[src/rtl/line_seq_pkg.sv]
// line_seq_pkg: shared widths, screen size, segment record and sequencer state for line_sequencer
package line_seq_pkg;
  localparam int COORD_W = 13;
  localparam int COLOR_W = 3;
  localparam int ADDR_W = 19;
  localparam int SCREEN_W = 640;
  localparam int SCREEN_H = 480;
  typedef struct packed {
    logic [COORD_W-1:0] startX;
    logic [COORD_W-1:0] startY;
    logic [COORD_W-1:0] endX;
    logic [COORD_W-1:0] endY;
    logic [COLOR_W-1:0] color;
    logic last;
  } seg_t;
  typedef enum logic [2:0] {IDLE, LOAD, START, DRAW, FRAME} state_t;
  function automatic logic clipOut(input logic signed [COORD_W-1:0] a, b, lim);
    return (a[COORD_W-1] && b[COORD_W-1]) || (a >= lim && b >= lim);
  endfunction
endpackage

[src/rtl/line_sequencer_fifo.sv]
// seg_fifo: DEPTH-entry synchronous FIFO of segment records with occupancy, full and empty
module seg_fifo import line_seq_pkg::*; #(
  parameter int DEPTH = 8
) (
  input  logic clk,
  input  logic rst,
  input  logic push,
  input  logic pop,
  input  seg_t din,
  output seg_t dout,
  output logic [$clog2(DEPTH):0] count,
  output logic full,
  output logic empty
);
  localparam int AW = $clog2(DEPTH);
  seg_t mem [DEPTH];
  logic [AW-1:0] wrPtr, rdPtr;
  logic doPush, doPop;
  assign full = count == (AW+1)'(DEPTH);
  assign empty = count == '0;
  assign doPush = push && !full;
  assign doPop = pop && !empty;
  assign dout = mem[rdPtr];
  always_ff @(posedge clk)
    if (doPush) mem[wrPtr] <= din;
  always_ff @(posedge clk or posedge rst)
    if (rst) begin
      wrPtr <= '0;
      rdPtr <= '0;
      count <= '0;
    end else begin
      wrPtr <= wrPtr + AW'(doPush);
      rdPtr <= rdPtr + AW'(doPop);
      count <= count + (AW+1)'(doPush) - (AW+1)'(doPop);
    end
endmodule

[src/rtl/line_sequencer.sv]
// line_sequencer: queues line segments, issues them to the rasterizer and forwards its pixels; LINE_SEQ_CLIP_REJECT_EN enables trivial off-screen rejection
module line_sequencer import line_seq_pkg::*; #(
  parameter int DEPTH = 8
) (
  input  logic clk,
  input  logic rst,
  input  logic seg_valid,
  output logic seg_ready,
  input  logic [COORD_W-1:0] seg_startX,
  input  logic [COORD_W-1:0] seg_startY,
  input  logic [COORD_W-1:0] seg_endX,
  input  logic [COORD_W-1:0] seg_endY,
  input  logic [COLOR_W-1:0] seg_color,
  input  logic seg_last,
  output logic [COORD_W-1:0] startX,
  output logic [COORD_W-1:0] startY,
  output logic [COORD_W-1:0] endX,
  output logic [COORD_W-1:0] endY,
  output logic readyIn,
  input  logic done,
  input  logic goodPixel,
  input  logic [ADDR_W-1:0] addressOut,
  output logic px_we,
  output logic [ADDR_W-1:0] px_addr,
  output logic [COLOR_W-1:0] px_color,
  output logic busy,
  output logic frame_done,
  output logic [$clog2(DEPTH):0] fifo_count,
  output logic [15:0] rej_count
);
  state_t state;
  seg_t cur, head;
  logic full, empty, pop, reject;
  assign seg_ready = !rst && !full;
  assign pop = state == IDLE && !empty;
  assign busy = state != IDLE || !empty;
`ifdef LINE_SEQ_CLIP_REJECT_EN
  assign reject = clipOut(cur.startX, cur.endX, COORD_W'(SCREEN_W)) ||
                  clipOut(cur.startY, cur.endY, COORD_W'(SCREEN_H));
`else
  assign reject = 1'b0;
`endif
  seg_fifo #(.DEPTH(DEPTH)) fifo (
    .clk(clk), .rst(rst), .push(seg_valid && seg_ready), .pop(pop),
    .din({seg_startX, seg_startY, seg_endX, seg_endY, seg_color, seg_last}),
    .dout(head), .count(fifo_count), .full(full), .empty(empty)
  );
  always_ff @(posedge clk or posedge rst)
    if (rst) begin
      state <= IDLE;
      cur <= '0;
      {startX, startY, endX, endY} <= '0;
      readyIn <= 1'b0;
      px_we <= 1'b0;
      px_addr <= '0;
      px_color <= '0;
      frame_done <= 1'b0;
      rej_count <= '0;
    end else begin
      readyIn <= 1'b0;
      frame_done <= 1'b0;
      px_we <= goodPixel && state == DRAW;
      if (goodPixel && state == DRAW) begin
        px_addr <= addressOut;
        px_color <= cur.color;
      end
      case (state)
        IDLE: if (!empty) begin
          cur <= head;
          state <= LOAD;
        end
        LOAD: begin
          {startX, startY, endX, endY} <= {cur.startX, cur.startY, cur.endX, cur.endY};
          if (reject) begin
            rej_count <= rej_count + 16'd1;
            frame_done <= cur.last;
            state <= cur.last ? FRAME : IDLE;
          end else begin
            readyIn <= 1'b1;
            state <= START;
          end
        end
        START: state <= DRAW;
        DRAW: if (done) begin
          frame_done <= cur.last;
          state <= cur.last ? FRAME : IDLE;
        end
        default: state <= IDLE;
      endcase
    end
endmodule

[config.mk]
export PLATFORM = sky130hd
export DESIGN_NAME = line_sequencer
export DESIGN_NICKNAME = d
export VERILOG_FILES = /design/src/rtl/line_seq_pkg.sv /design/src/rtl/line_sequencer_fifo.sv /design/src/rtl/line_sequencer.sv
export SDC_FILE = /design/constraint.sdc
export NUM_CORES = 1
export LEC_CHECK = 0
export CAP_MARGIN = 20
export CORE_ASPECT_RATIO = 0.75
export CORE_MARGIN = 1.5
export CORE_UTILIZATION = 34
export DETAILED_ROUTE_END_ITERATION = 8
export PLACE_DENSITY = 0.6
export SLEW_MARGIN = 40
export SYNTH_ARGS = -nofsm -noshare
export SYNTH_HDL_FRONTEND = slang
export SYNTH_SLANG_ARGS = --single-unit
[constraint.sdc]
create_clock -name clk -period 11.05 [get_ports clk]
set_input_delay 1.105 -clock clk [delete_from_list [all_inputs] [get_ports clk]]
set_output_delay 1.105 -clock clk [all_outputs]
set_load 0.03 [all_outputs]
==> Flow_metrics.wiki <==
{| class="wikitable"
! Metric !! Value
|-
| Crit path max fanout || 82
|-
| Syn Std Cell Area || 22800 µm²
|-
| DRC violation total after the first TritonRoute iteration || 920
|-
| Total wirelength of the detailed-routed design || 50.2 mm
|-
| Maximum achievable frequency || 242 MHz
|-
| Worst slew pin tran || 0.881 ns
|-
| Sum of met3 wire segment lengths after detailed routing || 2.43 mm
|-
| Last weighted congestion value of the routability-driven placer || 0.680
|-
| P&R area growth vs syn || 19.3%
|-
| Count of buffers from port buffering || 162
|-
| Fraction of synthesis flops using an asynchronous set or reset pin || 0.246
|-
| Final Skew || 0.0235 ns
|-
| Element type at the critical path start || primary input
|-
| Worst r2r src || fifo.count[2]
|-
| Effective utilization at floorplan || 0.343
|-
| Wire length of the first global-routing pass || 76.0 mm
|-
| Post-CTS setup buffers || 0
|-
| Power per unit of standard cell area || 264 nW/µm²
|-
| Count of flip-flops with a built-in enable after synthesis || 448
|-
| Post-DR vias/cell || 4.95
|-
| Later-pin clock latency in the skew report || 0.58 ns
|-
| WHS || 0.492 ns
|-
| Floorplan core area || 66600 µm²
|-
| Via count of the first global-routing pass || 12.3k
|-
| Congestion Overflow GR || 0
|-
| Most numerous cell on the critical path || sky130_fd_sc_hd__clkdlybuf4s50_1
|-
| Floorplan die area || 68700 µm²
|-
| Maximum number of pins on one net before global-route repair || 83
|-
| Overall track demand over capacity in global routing || 0.147
|-
| Post-route setup slack || 6.92 ns
|-
| Clock Tree Buf Depth || 3
|-
| Beginning of the critical path || rst
|-
| Wl on met1 || 23.2 mm
|-
| Warnings, synthesis || 0
|-
| CTS Hold Bufs || 0
|-
| Worst voltage drop across the vdd grid || 0.179 mV
|-
| Number of H-tree levels || 2
|-
| Sequential element share of the synthesized area || 0.750
|-
| Launch instance of the worst min-delay path || state[2]
|-
| WL met2 || 24.0 mm
|-
| Setup violations, final || 0
|-
| Critical path buffers and inverters || 3
|-
| Clock root buffer master || sky130_fd_sc_hd__clkbuf_16
|-
| Final critical-path required period || 4.13 ns
|-
| Static Leak || 9.66 nW
|-
| Hold/Removal Path Class || reg2reg
|-
| RSZ-0062 raised after global routing || no
|-
| Drc violations || 34
|-
| Post-Syn Instances || 1275
|-
| Overall die height || 227 µm
|-
| Failing checks || DRC
|-
| Data arrival time at the worst-slack endpoint || 3.02 ns
|-
| Post-route standard cell area excluding fillers || 27200 µm²
|-
| I/O pin count || 179
|-
| TritonCTS clock tree || yes
|-
| Synth Flop Type || sky130_fd_sc_hd__edfxtp_1
|-
| Fraction of final layout cells sized beyond drive strength 1 || 0.214
|-
| Count of endpoints failing hold in the final timing report || 0
|-
| Top layer reached by signal wires || met5
|-
| Cell with the largest stage delay on the worst path || sky130_fd_sc_hd__clkdlybuf4s50_1
|-
| Antenna violations before repair || 3
|-
| Worst slew slack as a fraction of its limit || 0.413
|-
| Start-to-end type of the worst setup path || in2out
|-
| Net count reported at finish || 1525
|-
| Nature of the critical path endpoint || output pin
|-
| Post-synthesis cell type count || 38
|-
| Clock net sink count || 594
|-
| CP Cell Sequence || clkdlybuf4s50_1 > inv_8 > and2_1 > clkdlybuf4s50_1
|-
| Period utilisation layout || 0.374
|-
| Quantity of gates resized following cts || 0
|-
| Routed wire per std cell || 21.2 µm
|-
| Number of core rows || 82
|-
| X dimension of the die || 302 µm
|-
| Vias after detailed routing || 11.7k
|-
| Num CTS Buffers || 55
|-
| Result of the run || complete, but fails checks
|-
| Final number of max-transition violations || 0
|-
| Mean post-synth cell area || 17.9 µm²
|-
| Max-cap violations || 0
|-
| Register clock-pin slew on the reported worst setup and hold paths || 0.06 ns
|-
| Cell area after placement || 25500 µm²
|-
| CP required || 9.95 ns
|-
| Post-detailed-route count of antenna-violating nets || 0
|-
| First-pass iteration count of the detailed router || 8
|-
| Setup Slack @ Placement || 6.83 ns
|-
| Family with the most delay on the worst path || buffers and inverters
|-
| Final HPWL DP || 26.8 mm
|-
| Total negative slack for setup checks || 0 ns
|-
| Slowest Stage Delay on Critical Path || 0.66 ns
|-
| Register bit total from synthesis || 594
|}
-- synthesized netlist by cell type, types with 3 or more instances --
cell / instances / area, µm²
sky130_fd_sc_hd__edfxtp_1: 448 / 13500
sky130_fd_sc_hd__mux2_2: 186 / 2090
sky130_fd_sc_hd__dfrtp_1: 146 / 3650
sky130_fd_sc_hd__mux2i_1: 112 / 1120
sky130_fd_sc_hd__a22o_1: 56 / 490
sky130_fd_sc_hd__o21ai_0: 56 / 280
sky130_fd_sc_hd__o22ai_1: 56 / 350
sky130_fd_sc_hd__o31ai_1: 46 / 345
sky130_fd_sc_hd__clkbuf_1: 41 / 154
sky130_fd_sc_hd__buf_2: 25 / 125
sky130_fd_sc_hd__buf_4: 16 / 120
sky130_fd_sc_hd__inv_1: 11 / 41.3
sky130_fd_sc_hd__o31ai_2: 10 / 125
sky130_fd_sc_hd__ha_1: 8 / 100
sky130_fd_sc_hd__nor2_1: 8 / 30.0
sky130_fd_sc_hd__buf_1: 7 / 26.3
sky130_fd_sc_hd__nand2_1: 5 / 18.8
sky130_fd_sc_hd__nand2b_1: 4 / 25.0
sky130_fd_sc_hd__and2_1: 3 / 18.8
sky130_fd_sc_hd__buf_6: 3 / 33.8
sky130_fd_sc_hd__nor2b_1: 3 / 18.8
sky130_fd_sc_hd__xor2_1: 3 / 26.3
-- worst register-to-register path: cells and delay by family (launching register included) --
family / cells / cell delay [ns]
fa+ha+maj: 2 / 0.35
buf+inv: 3 / 1.11
xor+xnor: 1 / 0.14
simple gates: 3 / 0.94
flops: 1 / 0.37
-- per-stage QoR --
stage | util | total power, W | instances
CTS | 0.408 | 0.00729 | 2361
detailed placement | 0.382 | 0.00544 | 2260
finish | 0.409 | 0.00720 | 2365
global placement | 0.381 | 0.00537 | 2258
floorplan | - | 0.00461 | 1290
global route | 0.409 | 0.00757 | 2363
-- logic make-up (layout without fill, tap and decap cells) --
family,Yosys count,after routing,share of synthesized area
AO/OA/AOI/OAI,230,230,0.0715
XOR/XNOR,5,5,0.00192
adder cells (fa/ha/maj),9,9,0.00526
buffers and inverters,103,293,0.0219
flip-flops,594,594,0.750
multiplexers,298,298,0.141
other,1,19,0.000164
AND/OR/NAND/NOR,35,35,0.00861
-- final timing paths --
path	end	slack, ns	cells after the start
min in group asynchronous	cur[27]	1.09	2
max	seg_ready	6.92	4
min	state[0]	0.49	1
max reg2reg	fifo.rdPtr[2]	8.03	9
min reg2reg	state[0]	0.49	1
max in group asynchronous	px_addr[13]	8.89	3
-- placed cells by master (no fill, tap or decap), types with 8 or more instances in the layout --
cell type                         instances
sky130_fd_sc_hd__a22o_1                  56
sky130_fd_sc_hd__buf_6                   10
sky130_fd_sc_hd__clkbuf_1                11
sky130_fd_sc_hd__clkbuf_16               55
sky130_fd_sc_hd__clkdlybuf4s50_1        162
sky130_fd_sc_hd__clkinv_1                 8
sky130_fd_sc_hd__clkinv_2                15
sky130_fd_sc_hd__conb_1                  16
sky130_fd_sc_hd__dfrtp_1                145
sky130_fd_sc_hd__edfxtp_1               448
sky130_fd_sc_hd__ha_1                     8
sky130_fd_sc_hd__inv_1                   10
sky130_fd_sc_hd__mux2_2                 186
sky130_fd_sc_hd__mux2i_1                112
sky130_fd_sc_hd__o21ai_0                 56
sky130_fd_sc_hd__o22ai_1                 56
sky130_fd_sc_hd__o31ai_1                 46
sky130_fd_sc_hd__o31ai_2                 10
-- registers in the layout, summed over array words and instances (netlist names) --
signal      cells
fifo.mem      448
cur            56
px_addr        19
endX           13
endY           13
startX         13
startY         13
fifo.count      4
fifo.rdPtr      3
fifo.wrPtr      3
px_color        3
state           3
frame_done      1
px_we           1
readyIn         1
-- power by group --
part	internal (W)	switching (W)	leakage (nW)
combinational	0.00102	0.00133	2.96
sequential	0.00281	0.000210	5.84
clock	0.00104	0.000798	0.864
total	0.00487	0.00233	9.66
-- routing by layer --
layer  vias up  GRT usage
met5         -          0
met4         2     0.0282
met3        45     0.0253
met2       250      0.243
met1      6099      0.204
li1       5299          -
-- layout make-up --
| cell class | instances | area (µm²) |
|---|---|---|
| fillers | 5937 | 39400 |
| flip-flops and latches | 594 | 17100 |
| multi-input cells | 593 | 5380 |
| repair buffers | 181 | 1850 |
| clock buffers | 71 | 1490 |
| well taps | 882 | 1100 |
| clock inverters | 30 | 250 |
| inverters | 11 | 48.8 |
| diodes | 3 | 7.51 |
(Power assumes the default switching activity.)
